## config.mk

```make
export PLATFORM = sky130hd
export DESIGN_NAME = run_ctrl_flat
export DESIGN_NICKNAME = d
export VERILOG_FILES = /design/src/rtl/run_ctrl_pkg.sv /design/src/rtl/run_ctrl_if.sv /design/src/rtl/run_cyc_ctr.sv /design/src/rtl/run_ctrl.sv /design/src/flat_wrapper.sv
export SDC_FILE = /design/constraint.sdc
export NUM_CORES = 1
export LEC_CHECK = 0
export CORE_UTILIZATION = 35
export CTS_CLUSTER_DIAMETER = 80
export CTS_CLUSTER_SIZE = 24
export DETAILED_ROUTE_END_ITERATION = 8
export GPL_ROUTABILITY_DRIVEN = 0
export PLACE_DENSITY = 0.71
export SYNTH_ARGS = -nofsm -noshare
export SYNTH_HDL_FRONTEND = slang
export SYNTH_SLANG_ARGS = --single-unit
```

## constraint.sdc

```tcl
create_clock -name Clk -period 4.85 [get_ports Clk]
set_input_delay 0.7275 -clock Clk [delete_from_list [all_inputs] [get_ports Clk]]
set_output_delay 0.7275 -clock Clk [all_outputs]
set_load 0.05 [all_outputs]
```

## src/rtl/run_ctrl_pkg.sv

```systemverilog
// Shared types and defaults for the run-control sequencer.
package run_ctrl_pkg;

    typedef enum logic [2:0] {IDLE, ARMED, LOAD, RUN, DONE} run_state_t;

    localparam int DEF_NUM_PROGS = 3;
    localparam int DEF_PC_WIDTH  = 10;

    // Program start addresses, index 0 first.
    localparam logic [0:DEF_NUM_PROGS-1][DEF_PC_WIDTH-1:0] DEF_PROG_BASE =
        {10'd0, 10'd256, 10'd512};

    // Width of the program-select field; never narrower than one bit.
    function automatic int sel_width(input int n);
        return (n <= 1) ? 1 : $clog2(n);
    endfunction

endpackage

```

## src/rtl/run_ctrl_if.sv

```systemverilog
// Host/PC-side signal bundle of the run-control sequencer.
interface run_ctrl_if
    import run_ctrl_pkg::*;
#(
    parameter int NUM_PROGS = DEF_NUM_PROGS,
    parameter int PC_WIDTH  = DEF_PC_WIDTH,
    parameter int CYC_WIDTH = 16
);
    localparam int SEL_W = sel_width(NUM_PROGS);

    logic                 Start;
    logic [SEL_W-1:0]     ProgSel;
    logic                 Halt;
    logic                 CountEn;
    logic                 PcLoad;
    logic [PC_WIDTH-1:0]  PcLoadVal;
    logic                 Done;
    logic                 Timeout;
    logic                 BadSel;
    logic [CYC_WIDTH-1:0] CycleCount;
    logic [SEL_W-1:0]     ProgId;

    modport master (
        output Start, ProgSel, Halt,
        input  CountEn, PcLoad, PcLoadVal, Done, Timeout, BadSel, CycleCount, ProgId
    );

    modport slave (
        input  Start, ProgSel, Halt,
        output CountEn, PcLoad, PcLoadVal, Done, Timeout, BadSel, CycleCount, ProgId
    );

endinterface

```

## src/rtl/run_cyc_ctr.sv

```systemverilog
// Saturating run-cycle counter with clear, enable and a terminal flag one
// count before the limit.
module run_cyc_ctr #(
    parameter int CYC_WIDTH  = 16,
    parameter int MAX_CYCLES = 16'hFFFF
) (
    input  logic                 Clk,
    input  logic                 Rst_n,
    input  logic                 Clr,
    input  logic                 En,
    output logic [CYC_WIDTH-1:0] Count,
    output logic                 Term
);
    localparam logic [CYC_WIDTH-1:0] MAX_VAL  = CYC_WIDTH'(MAX_CYCLES);
    localparam logic [CYC_WIDTH-1:0] TERM_VAL = CYC_WIDTH'(MAX_CYCLES - 1);

    // Count enabled cycles, stopping at the limit; clear has priority.
    always_ff @(posedge Clk or negedge Rst_n) begin
        if (!Rst_n)
            Count <= '0;
        else if (Clr)
            Count <= '0;
        else if (En && (Count != MAX_VAL))
            Count <= Count + CYC_WIDTH'(1);
    end

    assign Term = (Count == TERM_VAL);

endmodule

```

## src/rtl/run_ctrl.sv

```systemverilog
// Run-control sequencer: arms on Start, loads the PC with the selected
// program base, enables counting while running, ends on Halt or cycle limit.
module run_ctrl
    import run_ctrl_pkg::*;
#(
    parameter int NUM_PROGS  = DEF_NUM_PROGS,
    parameter int PC_WIDTH   = DEF_PC_WIDTH,
    parameter int CYC_WIDTH  = 16,
    parameter int MAX_CYCLES = 16'hFFFF,
    parameter logic [0:NUM_PROGS-1][PC_WIDTH-1:0] PROG_BASE = DEF_PROG_BASE
) (
    input  logic       Clk,
    input  logic       Rst_n,
    run_ctrl_if.slave  bus
);
    localparam int SEL_W = sel_width(NUM_PROGS);

    run_state_t           state, state_nxt;
    logic [SEL_W-1:0]     prog_id;
    logic                 timeout_q;
    logic                 badsel_q;
    logic                 arm_cap;
    logic                 sel_bad;
    logic                 term;
    logic [CYC_WIDTH-1:0] cyc_cnt;
    logic                 count_en;
    logic                 pc_load;
    logic                 done;
    logic [PC_WIDTH-1:0]  pc_load_val;

    // The Start fall in ARMED is the single point where a run is committed.
    assign arm_cap = (state == ARMED) && !bus.Start;
    assign sel_bad = int'(bus.ProgSel) >= NUM_PROGS;

    run_cyc_ctr #(
        .CYC_WIDTH  (CYC_WIDTH),
        .MAX_CYCLES (MAX_CYCLES)
    ) u_cyc (
        .Clk   (Clk),
        .Rst_n (Rst_n),
        .Clr   (arm_cap),
        .En    (count_en),
        .Count (cyc_cnt),
        .Term  (term)
    );

    // State register.
    always_ff @(posedge Clk or negedge Rst_n) begin
        if (!Rst_n) state <= IDLE;
        else        state <= state_nxt;
    end

    // Next-state and state-decoded outputs; Halt beats the limit in RUN.
    always_comb begin
        state_nxt   = state;
        count_en    = 1'b0;
        pc_load     = 1'b0;
        done        = 1'b0;
        pc_load_val = '0;
        case (state)
            IDLE:  if (bus.Start) state_nxt = ARMED;
            ARMED: if (!bus.Start) state_nxt = sel_bad ? DONE : LOAD;
            LOAD: begin
                pc_load   = 1'b1;
                if (int'(prog_id) < NUM_PROGS)
                    pc_load_val = PROG_BASE[prog_id];
                state_nxt = RUN;
            end
            RUN: begin
                count_en = 1'b1;
                if (bus.Halt || term) state_nxt = DONE;
            end
            DONE: begin
                done = 1'b1;
                if (bus.Start) state_nxt = ARMED;
            end
            default: state_nxt = IDLE;
        endcase
    end

    // Run status: captured at arm, timeout flagged only when Halt is absent.
    always_ff @(posedge Clk or negedge Rst_n) begin
        if (!Rst_n) begin
            prog_id   <= '0;
            timeout_q <= 1'b0;
            badsel_q  <= 1'b0;
        end else if (arm_cap) begin
            prog_id   <= bus.ProgSel;
            timeout_q <= 1'b0;
            badsel_q  <= sel_bad;
        end else if ((state == RUN) && term && !bus.Halt) begin
            timeout_q <= 1'b1;
        end
    end

    assign bus.CountEn    = count_en;
    assign bus.PcLoad     = pc_load;
    assign bus.PcLoadVal  = pc_load_val;
    assign bus.Done       = done;
    assign bus.Timeout    = timeout_q;
    assign bus.BadSel     = badsel_q;
    assign bus.CycleCount = cyc_cnt;
    assign bus.ProgId     = prog_id;

endmodule

```

## src/flat_wrapper.sv

```systemverilog
// flat-port wrapper written by rule: the top's interface ports become plain ports
module run_ctrl_flat import run_ctrl_pkg::*;
#(
    parameter int NUM_PROGS  = DEF_NUM_PROGS,
    parameter int PC_WIDTH   = DEF_PC_WIDTH,
    parameter int CYC_WIDTH  = 16,
    parameter int MAX_CYCLES = 16'hFFFF,
    parameter logic [0:NUM_PROGS-1][PC_WIDTH-1:0] PROG_BASE = DEF_PROG_BASE
)
  (Clk, Rst_n, bus_Start, bus_ProgSel, bus_Halt, bus_CountEn, bus_PcLoad, bus_PcLoadVal, bus_Done, bus_Timeout, bus_BadSel, bus_CycleCount, bus_ProgId);
  run_ctrl_if #(.NUM_PROGS(NUM_PROGS), .PC_WIDTH(PC_WIDTH), .CYC_WIDTH(CYC_WIDTH)) bus_i ();
  input  logic Clk;
  input  logic Rst_n;
  input wire logic [$bits(bus_i.Start)-1:0] bus_Start;
  input wire logic [$bits(bus_i.ProgSel)-1:0] bus_ProgSel;
  input wire logic [$bits(bus_i.Halt)-1:0] bus_Halt;
  output wire logic [$bits(bus_i.CountEn)-1:0] bus_CountEn;
  output wire logic [$bits(bus_i.PcLoad)-1:0] bus_PcLoad;
  output wire logic [$bits(bus_i.PcLoadVal)-1:0] bus_PcLoadVal;
  output wire logic [$bits(bus_i.Done)-1:0] bus_Done;
  output wire logic [$bits(bus_i.Timeout)-1:0] bus_Timeout;
  output wire logic [$bits(bus_i.BadSel)-1:0] bus_BadSel;
  output wire logic [$bits(bus_i.CycleCount)-1:0] bus_CycleCount;
  output wire logic [$bits(bus_i.ProgId)-1:0] bus_ProgId;
  assign bus_i.Start = bus_Start;
  assign bus_i.ProgSel = bus_ProgSel;
  assign bus_i.Halt = bus_Halt;
  assign bus_CountEn = bus_i.CountEn;
  assign bus_PcLoad = bus_i.PcLoad;
  assign bus_PcLoadVal = bus_i.PcLoadVal;
  assign bus_Done = bus_i.Done;
  assign bus_Timeout = bus_i.Timeout;
  assign bus_BadSel = bus_i.BadSel;
  assign bus_CycleCount = bus_i.CycleCount;
  assign bus_ProgId = bus_i.ProgId;
  run_ctrl #(.NUM_PROGS(NUM_PROGS), .PC_WIDTH(PC_WIDTH), .CYC_WIDTH(CYC_WIDTH), .MAX_CYCLES(MAX_CYCLES), .PROG_BASE(PROG_BASE)) u_core (.Clk(Clk), .Rst_n(Rst_n), .bus(bus_i));
endmodule
```

==> results.md, run 1 <==
- The final layout net count is 186.
- The synthesis-to-finish area growth is 25.16%.
- The end point of the critical path is bus_PcLoadVal[8].
- The sequential-to-total area share from yosys stat is 42.55%.
- OpenSTA, run right after detailed placement, puts the worst setup slack at 2319 ps.
- The final clock skew is 2.494 ps.
- The max-cap violation count is 0.
- The number of global-route vias before repair is 1133.
- The number of instances on the worst hold path is 1.
- TritonCTS built the clock tree.
- From left edge to right edge, the die measures 64.17 µm.
- The worst setup path is launched from a register.
- Clock tree synthesis selected as its root buffer the cell clkbuf_8.
- The type of the worst setup path is register to output port.
- The number of cells after detailed placement is 221.
- After technology mapping, the gate count stands at 151.
- Clock latency on the worst-skew pair, taken at its later pin, is 270 ps.
- In this run the number of H-tree levels came out at 1.
- The arithmetic-cell share of the synthesized area counting full adders, half adders and majority gates is 1.850%.
- The total overflow left after global routing is 0.
- After synthesis, the share of cell area in mux cells is 3.700%.
- In this run the critical register-to-register path is launched from u_core.state[0].
- After the first detailed-routing iteration, the DRC count stood at 79.
- STA puts the critical path data arrival time at 2110 ps.
- The register-to-register setup slack is 2820 ps.
- After synthesis, the netlist uses 38 different library cells.
- Summed over all failing endpoints, the final setup total negative slack is 0 ps.
- The worst path uses 58.54% of the clock period.
- The run finished with clean final reports.
- The startpoint of the most critical setup path is u_core.state[1].
- The initialized floorplan defines 22 standard-cell rows.
- The first-pass GRT wire length is 5285 µm.
- The leakage power figure is 0.6593 nW.
- The die covers 4117 µm².
- The remaining max-slew budget at the tightest pin is 29.71%.
- The aggregate routed wire length is 3008 µm.
- Setup repair after global routing left no endpoint under its margin.
- After detailed routing, the average wire length per cell comes to 13.37 µm.
- The clock net in this run drives a total of 23 sinks.
- The register bit total from synthesis is 23.
- The number of I/O pins is 39.
- The post-route netlist has 4.520% of its cells at a drive strength greater than 1.
- The Yosys step of the flow raised 0 warnings.
- The number of vias per cell after detailed routing is 5.387.
- Global routing used 16.36% of the available tracks across all layers.
- The largest net degree at the start of global routing is 24.
- The post-cts hold buffer count is 0.
- The endpoint of the lowest-slack register-to-register path is u_core.u_cyc.Count[7].
- After synthesis, the mean cell area works out to 8.957 µm².
- The count of buffers added by post-CTS timing repair for setup is 0.
- Summing the areas of all compound-gate instances in the mapped netlist gives 15.82% of the synthesized area.
- The number of hold-slack violations in the final timing report came to 0.
- In this run the worst path has a maximum fanout of 10.
- The mapped netlist covers 1353 µm².
- The first TritonRoute pass finished after 4 iterations.
- The clock-pin transition on the worst setup and hold timing paths is 90 ps.
- The total number of vias is 1212.
- Input and output buffers added on the ports amount to 30.
- The clock passes through at most 2 buffers.
- The combinational family with the most area after synthesis is simple AND/OR/NAND/NOR gates.
- STA puts the critical path data required time at 4120 ps.
- The routed design could run at a clock period as short as 2839 ps.
- STA classifies the critical path endpoint as an output port.
- The final worst slack is 2011 ps.
- The power density normalized to cell area is 456.3 nW/µm².
- After Yosys synthesis, and, or, nand and nor cells account for 26.73% of the synthesized area.
- The placed wire-length estimate after detailed placement is 2108 µm.
- The class of the tightest hold or removal check is register to register.
- The worst-case IR drop observed on VDD is 0.0003168 V.
- The setup-violating endpoint count in the final report is 0.
- The synthesized netlist devotes 0% of its cell area to XOR and XNOR gates.
- The number of buffers added by the clock tree synthesis step is 3.
- The transition at the pin with the smallest max-transition slack is 1051 ps.
- The number of resized instances in the post-cts repair step is 0.
- After detailed routing, the number of remaining DRC violations is 0.
- In this run the remaining antenna-violating nets after routing total 0.
- The floorplan die height is 64.17 µm.
- After floorplanning, the core was sized to cover 3689 µm².
- The number of antenna violations at the first check in global routing is 0.
- The number of slew-limit violations in the final report is 0.
- The count of cells in the finished layout, fillers not included, comes to 225.
- Derived from the worst setup path, the maximum achievable clock frequency is 352.2 MHz.
- The starting density of the core is 36.67%.
- The number of cells traversed by the worst register-to-register path is 4.
- The repair_antennas step left the layout with diodes totalling 0.
-- report_power, final --
group	total, mW	internal [mW]	leakage [nW]	switching [mW]
clock network	0.123	0.0575	0.0255	0.0660
logic	0.362	0.118	0.325	0.244
registers	0.287	0.227	0.309	0.0600
-- state kept, by name, summed over array words and instances (netlist names) --
name / cells
u_core.state: 3
u_core.bus.BadSel: 1
u_core.bus.ProgId: 2
u_core.bus.Timeout: 1
u_core.u_cyc.Count: 16
-- metal layers --
metal	global-route usage, %	part of all wire, %
met5	0	0
met4	4.444	0.50
met3	4.107	5.5
met2	26.33	47
met1	21.73	47
-- placed cells by master (no fill, tap or decap), types with 2 or more instances in the layout --
master and count:
a21oi_1 7, a311oi_1 2, a31oi_1 5, and3_1 2, clkbuf_8 3, clkdlybuf4s50_1 30
conb_1 8, dfrtp_1 23, ha_1 2, inv_1 8, mux2i_1 5, nand2_1 16
nand3_1 9, nand4_1 6, nor2_1 6, nor3_1 7, nor3b_1 2, nor4_1 3
nor4b_1 2, o21ai_0 8, o31ai_1 3, or3_1 2, or4_1 3
-- how the worst min path moves through the flow --
stage	from	end	slack, ps
after CTS	u_core.state[2]	u_core.state[1]	510
final	u_core.state[2]	u_core.state[1]	510
after floorplan	Rst_n	u_core.bus.BadSel	430
after global routing	u_core.state[2]	u_core.state[1]	530
after global placement	u_core.bus.BadSel	u_core.bus.BadSel	470
after detailed placement	u_core.state[2]	u_core.state[1]	480
-- synth_stat cells --
cell | number | area [µm²]
dfrtp_1 | 23 | 575.6
nand2_1 | 16 | 60.06
buf_4 | 9 | 67.56
nand3_1 | 9 | 45.04
inv_1 | 8 | 30.03
o21ai_0 | 8 | 40.04
a21oi_1 | 7 | 35.03
nor3_1 | 7 | 35.03
nand4_1 | 6 | 37.54
nor2_1 | 6 | 22.52
a31oi_1 | 5 | 31.28
mux2i_1 | 5 | 50.05
clkbuf_1 | 4 | 15.01
nor4_1 | 3 | 18.77
o31ai_1 | 3 | 22.52
or4_1 | 3 | 22.52
a311oi_1 | 2 | 17.52
and3_1 | 2 | 12.51
buf_2 | 2 | 10.01
ha_1 | 2 | 25.02
nor3b_1 | 2 | 15.01
nor4b_1 | 2 | 17.52
or3_1 | 2 | 12.51
a2111oi_0 | 1 | 8.760
a211o_1 | 1 | 8.760
a211oi_1 | 1 | 7.510
a22o_1 | 1 | 8.760
a31o_2 | 1 | 8.760
a41oi_1 | 1 | 8.760
and4_1 | 1 | 8.760
conb_1 | 1 | 3.750
nand2b_1 | 1 | 6.260
nand3b_4 | 1 | 20.02
nand4b_1 | 1 | 8.760
nor4_2 | 1 | 12.51
o21a_1 | 1 | 7.510
o31a_1 | 1 | 8.760
or2_2 | 1 | 6.260
-- critical path: stages (launching register included) --
cell             delay [ps]
dfrtp_1                 550
nand2_1                 150
nor4b_1                 300
clkdlybuf4s50_1         850
-- through the flow --
step	utilization, %	instance area, µm²	hold WS (ps)	power (mW)
6_report	45.90	1693	512.5	0.7725
5_1_grt	45.90	1693	528.4	0.8247
4_1_cts	45.90	1693	507.9	0.7799
3_5_place_dp	44.64	1647	484.8	0.6534
3_3_place_gp	44.64	1647	466.3	0.6510
2_1_floorplan	-	1379	431.9	0.5534
-- layout make-up --
type                            instances  area [µm²]
Timing Repair Buffer                   30       300.3
Clock buffer                            3       41.29
Fill cell                             359        1996
Inverter                                8       30.03
Sequential cell                        23       575.6
Tap cell                               48       60.06
Clock inverter                          1       5.005
Multi-Input combinational cell        112       680.7
-- cell families after synthesis --
family	count (synthesis)
compound gates	33
simple gates	64
other cells	1
fa+ha+maj	2
mux	5
buf+inv	23
flops	23
No activity file was read; power rests on OpenSTA's default activity.
==> run 2: changes to the inputs <==
--- a/config.mk
+++ b/config.mk
@@ -10,7 +10,7 @@
 export CTS_CLUSTER_SIZE = 24
 export DETAILED_ROUTE_END_ITERATION = 8
 export GPL_ROUTABILITY_DRIVEN = 0
-export PLACE_DENSITY = 0.71
+export PLACE_DENSITY = 0.73
 export SYNTH_ARGS = -nofsm -noshare
 export SYNTH_HDL_FRONTEND = slang
 export SYNTH_SLANG_ARGS = --single-unit
==> constraint.sdc (replaced) <==
create_clock -name Clk -period 2.42 [get_ports Clk]
set_input_delay 0.363 -clock Clk [delete_from_list [all_inputs] [get_ports Clk]]
set_output_delay 0.363 -clock Clk [all_outputs]
set_load 0.05 [all_outputs]
==> results.md, run 2 (synthesized netlist as in run 1, its figures left out) <==
- On the final layout, the worst clock skew is 2.205 ps.
- Registers take 575.6 µm².
- Based on the critical path, the design can be clocked at up to 446.6 MHz.
- In the layout the commonest cells are 27 x clkdlybuf4s50_1, 23 x dfrtp_1, 16 x nand2_1, 9 x nand3_1.
- The floorplan step set the die height to 64.17 µm.
- The share of layout cells above drive strength 1 is 6.145%.
- The die is 64.17 µm wide.
- The worst slack on hold paths is 450.2 ps.
- Global routing finished with a remaining overflow of 0.
- The type of element capturing the critical path is an output port.
- The analysis attributes to cell leakage a power of 0.6859 nW.
- The switching share of total power is 47.43%.
- The design internal power is 0.8078 mW.
- The minimum clock period after layout is 2239 ps.
- Entering global routing, the biggest net connects 24 pins.
- The first detailed-routing pass took 4 iterations.
- The detailed-route wire length per cell is 13.07 µm.
- The starting density of the core is 36.67%.
- The worst path uses 92.53% of the clock period.
- The clock-pin transition on the worst setup and hold timing paths is 80 ps.
- The number of global-route vias before repair is 993.
- The filler cell count in the final layout is 386.
- The largest voltage drop on the vdd net is 0.0008583 V.
- Of all nets on the critical path, the largest fanout is 10.
- The first-pass GRT wire length is 4643 µm.
- The placement-stage cell area is 1657 µm².
- The clock net in this run drives a total of 23 sinks.
- The critical path data arrival time is 1880 ps.
- The number of antenna violations at the first check in global routing was 0.
- The relative contribution of sequential cells to total power is 37.6%.
- The floorplan step defined a die boundary enclosing 4117 µm².
- The area occupied by multi-input gates is 680.7 µm².
- The final layout net count is 188.
- The cell sitting at the root of the clock tree is a clkbuf_8.
- Leaving out fill and tap cells, the most frequent cell in the layout is clkdlybuf4s50_1.
- The aggregate routed wire length is 2967 µm.
- CTS built an H-tree with a depth of 1.
- The power density normalized to cell area is 901.6 nW/µm².
- The class of the tightest hold or removal check is input port to asynchronous set/reset pin.
- The total area inside the core boundary comes to 3689 µm².
- The design area is 1704 µm².
- The run finished with clean final reports.
- The TritonCTS clock tree is built.
- The final worst slack is 180.7 ps.
- The number of hold-slack violations in the final timing report is 0.
- The worst pin sits at a relative slew slack of 57.38%.
- The count of antenna-violating nets left after detailed routing is 0.
- Summed over all nets, the half-perimeter wirelength after detailed placement is 2071 µm.
- At the pin with the least slew margin, the transition time is 634.0 ps.
- The setup-violating endpoint count in the final report is 0.
- The number of vias per cell after detailed routing is 5.344.
- The repair_antennas step left the layout with diodes totalling 0.
- After detailed routing, the number of remaining DRC violations is 0.
- The flip-flop count of the largest register, all copies and words added is 16.
- Buffers inserted to repair hold after CTS numbered 0.
- For this run, the total global-route usage over all layers was measured as 14.42%.
- The critical path is of the register to output port type.
- For the worst-skew pair, the clock arrives at the later sink with an insertion delay of 260 ps.
- Ranked by flip-flop count, first place goes to u_core.u_cyc.Count.
- The switching power total is 0.7287 mW.
- Counting along the longest clock path gives a buffer depth of 2.
- The setup slack at placement is 361.3 ps.
- The total number of vias is 1213.
- Across the run, the number of max-cap violations was 0.
- Setup repair after global routing left no endpoint under its margin.
- The required time at the endpoint of the critical path is 2060 ps.
- TritonCTS created 3 clock buffers.
- In this run the tool buffered the top-level ports with 30 buffer cells.
- In this run, the clock network consumes 15.5% of the power.
- The fraction of power consumed by combinational cells is 46.9%.
- The number of slew-limit violations in the final report came to 0.
- In this run, the number of DRC markers left after iteration 0 of detailed routing was 59.
- The synthesis-to-finish area growth is 25.99%.
- The startpoint type of the worst setup path is a register.
- Power comes to 1.536 mW.
- 39 I/O pins were placed.
- The number of rows in the core area is 22.
run 2: power groups by stage:
stage	clock, mW	combinational, mW	sequential, mW
after floorplan	0	0.414	0.695
after global placement	0	0.721	0.578
after detailed placement	0	0.723	0.581
after CTS	0.246	0.727	0.575
after global routing	0.259	0.770	0.592
final	0.238	0.721	0.578
run 2: area by class of cell:
cell class	count	area share (%)
flip-flops and latches	23	33.77
well taps	48	3.524
repair buffers	32	18.36
inverters	8	1.762
multi-input cells	112	39.94
clock buffers	4	2.643
run 2: path summary, 6_finish.rpt:
kind | startpoint | endpoint | slack, ps | cells after the start
worst max-delay path | u_core.state[1] | bus_PcLoad | 180 | 3
worst min-delay path | Rst_n | u_core.u_cyc.Count[12] | 450 | 2
worst max register to register | u_core.state[0] | u_core.u_cyc.Count[7] | 410 | 4
worst min register to register | u_core.bus.BadSel | u_core.bus.BadSel | 490 | 2
max in group asynchronous | Rst_n | u_core.bus.ProgId[1] | 1740 | 2
min in group Clk | u_core.bus.BadSel | u_core.bus.BadSel | 490 | 2
run 2: stage by stage:
stage	std cells	setup TNS, ps	utilization [%]
5_1_grt	227	0	46.20
2_1_floorplan	158	-508.8	-
4_1_cts	227	0	46.13
3_5_place_dp	223	0	44.91
6_report	227	0	46.20
3_3_place_gp	223	0	44.91
run 2: routing by layer:
| layer | global-route usage (%) | share of wire [%] | up-vias |
|---|---|---|---|
| met2 | 21.68 | 45 | 29 |
| met1 | 20.00 | 51 | 586 |
| met5 | 0 | 0 | - |
| met3 | 3.929 | 4.1 | 2 |
| li1 | - | - | 596 |
| met4 | 4.444 | 0.47 | 0 |
run 2: critical path: stages, from the launching register on:
cell and delay, ps:
dfrtp_1 550, nand2_1 150, nor2_1 110, clkdlybuf4s50_1 810
run 2: repair_timing:
action | in CTS | in global routing
setup endpoints to repair | 0 | 1
resized for setup | 0 | 1
buffers inserted | 0 | 0
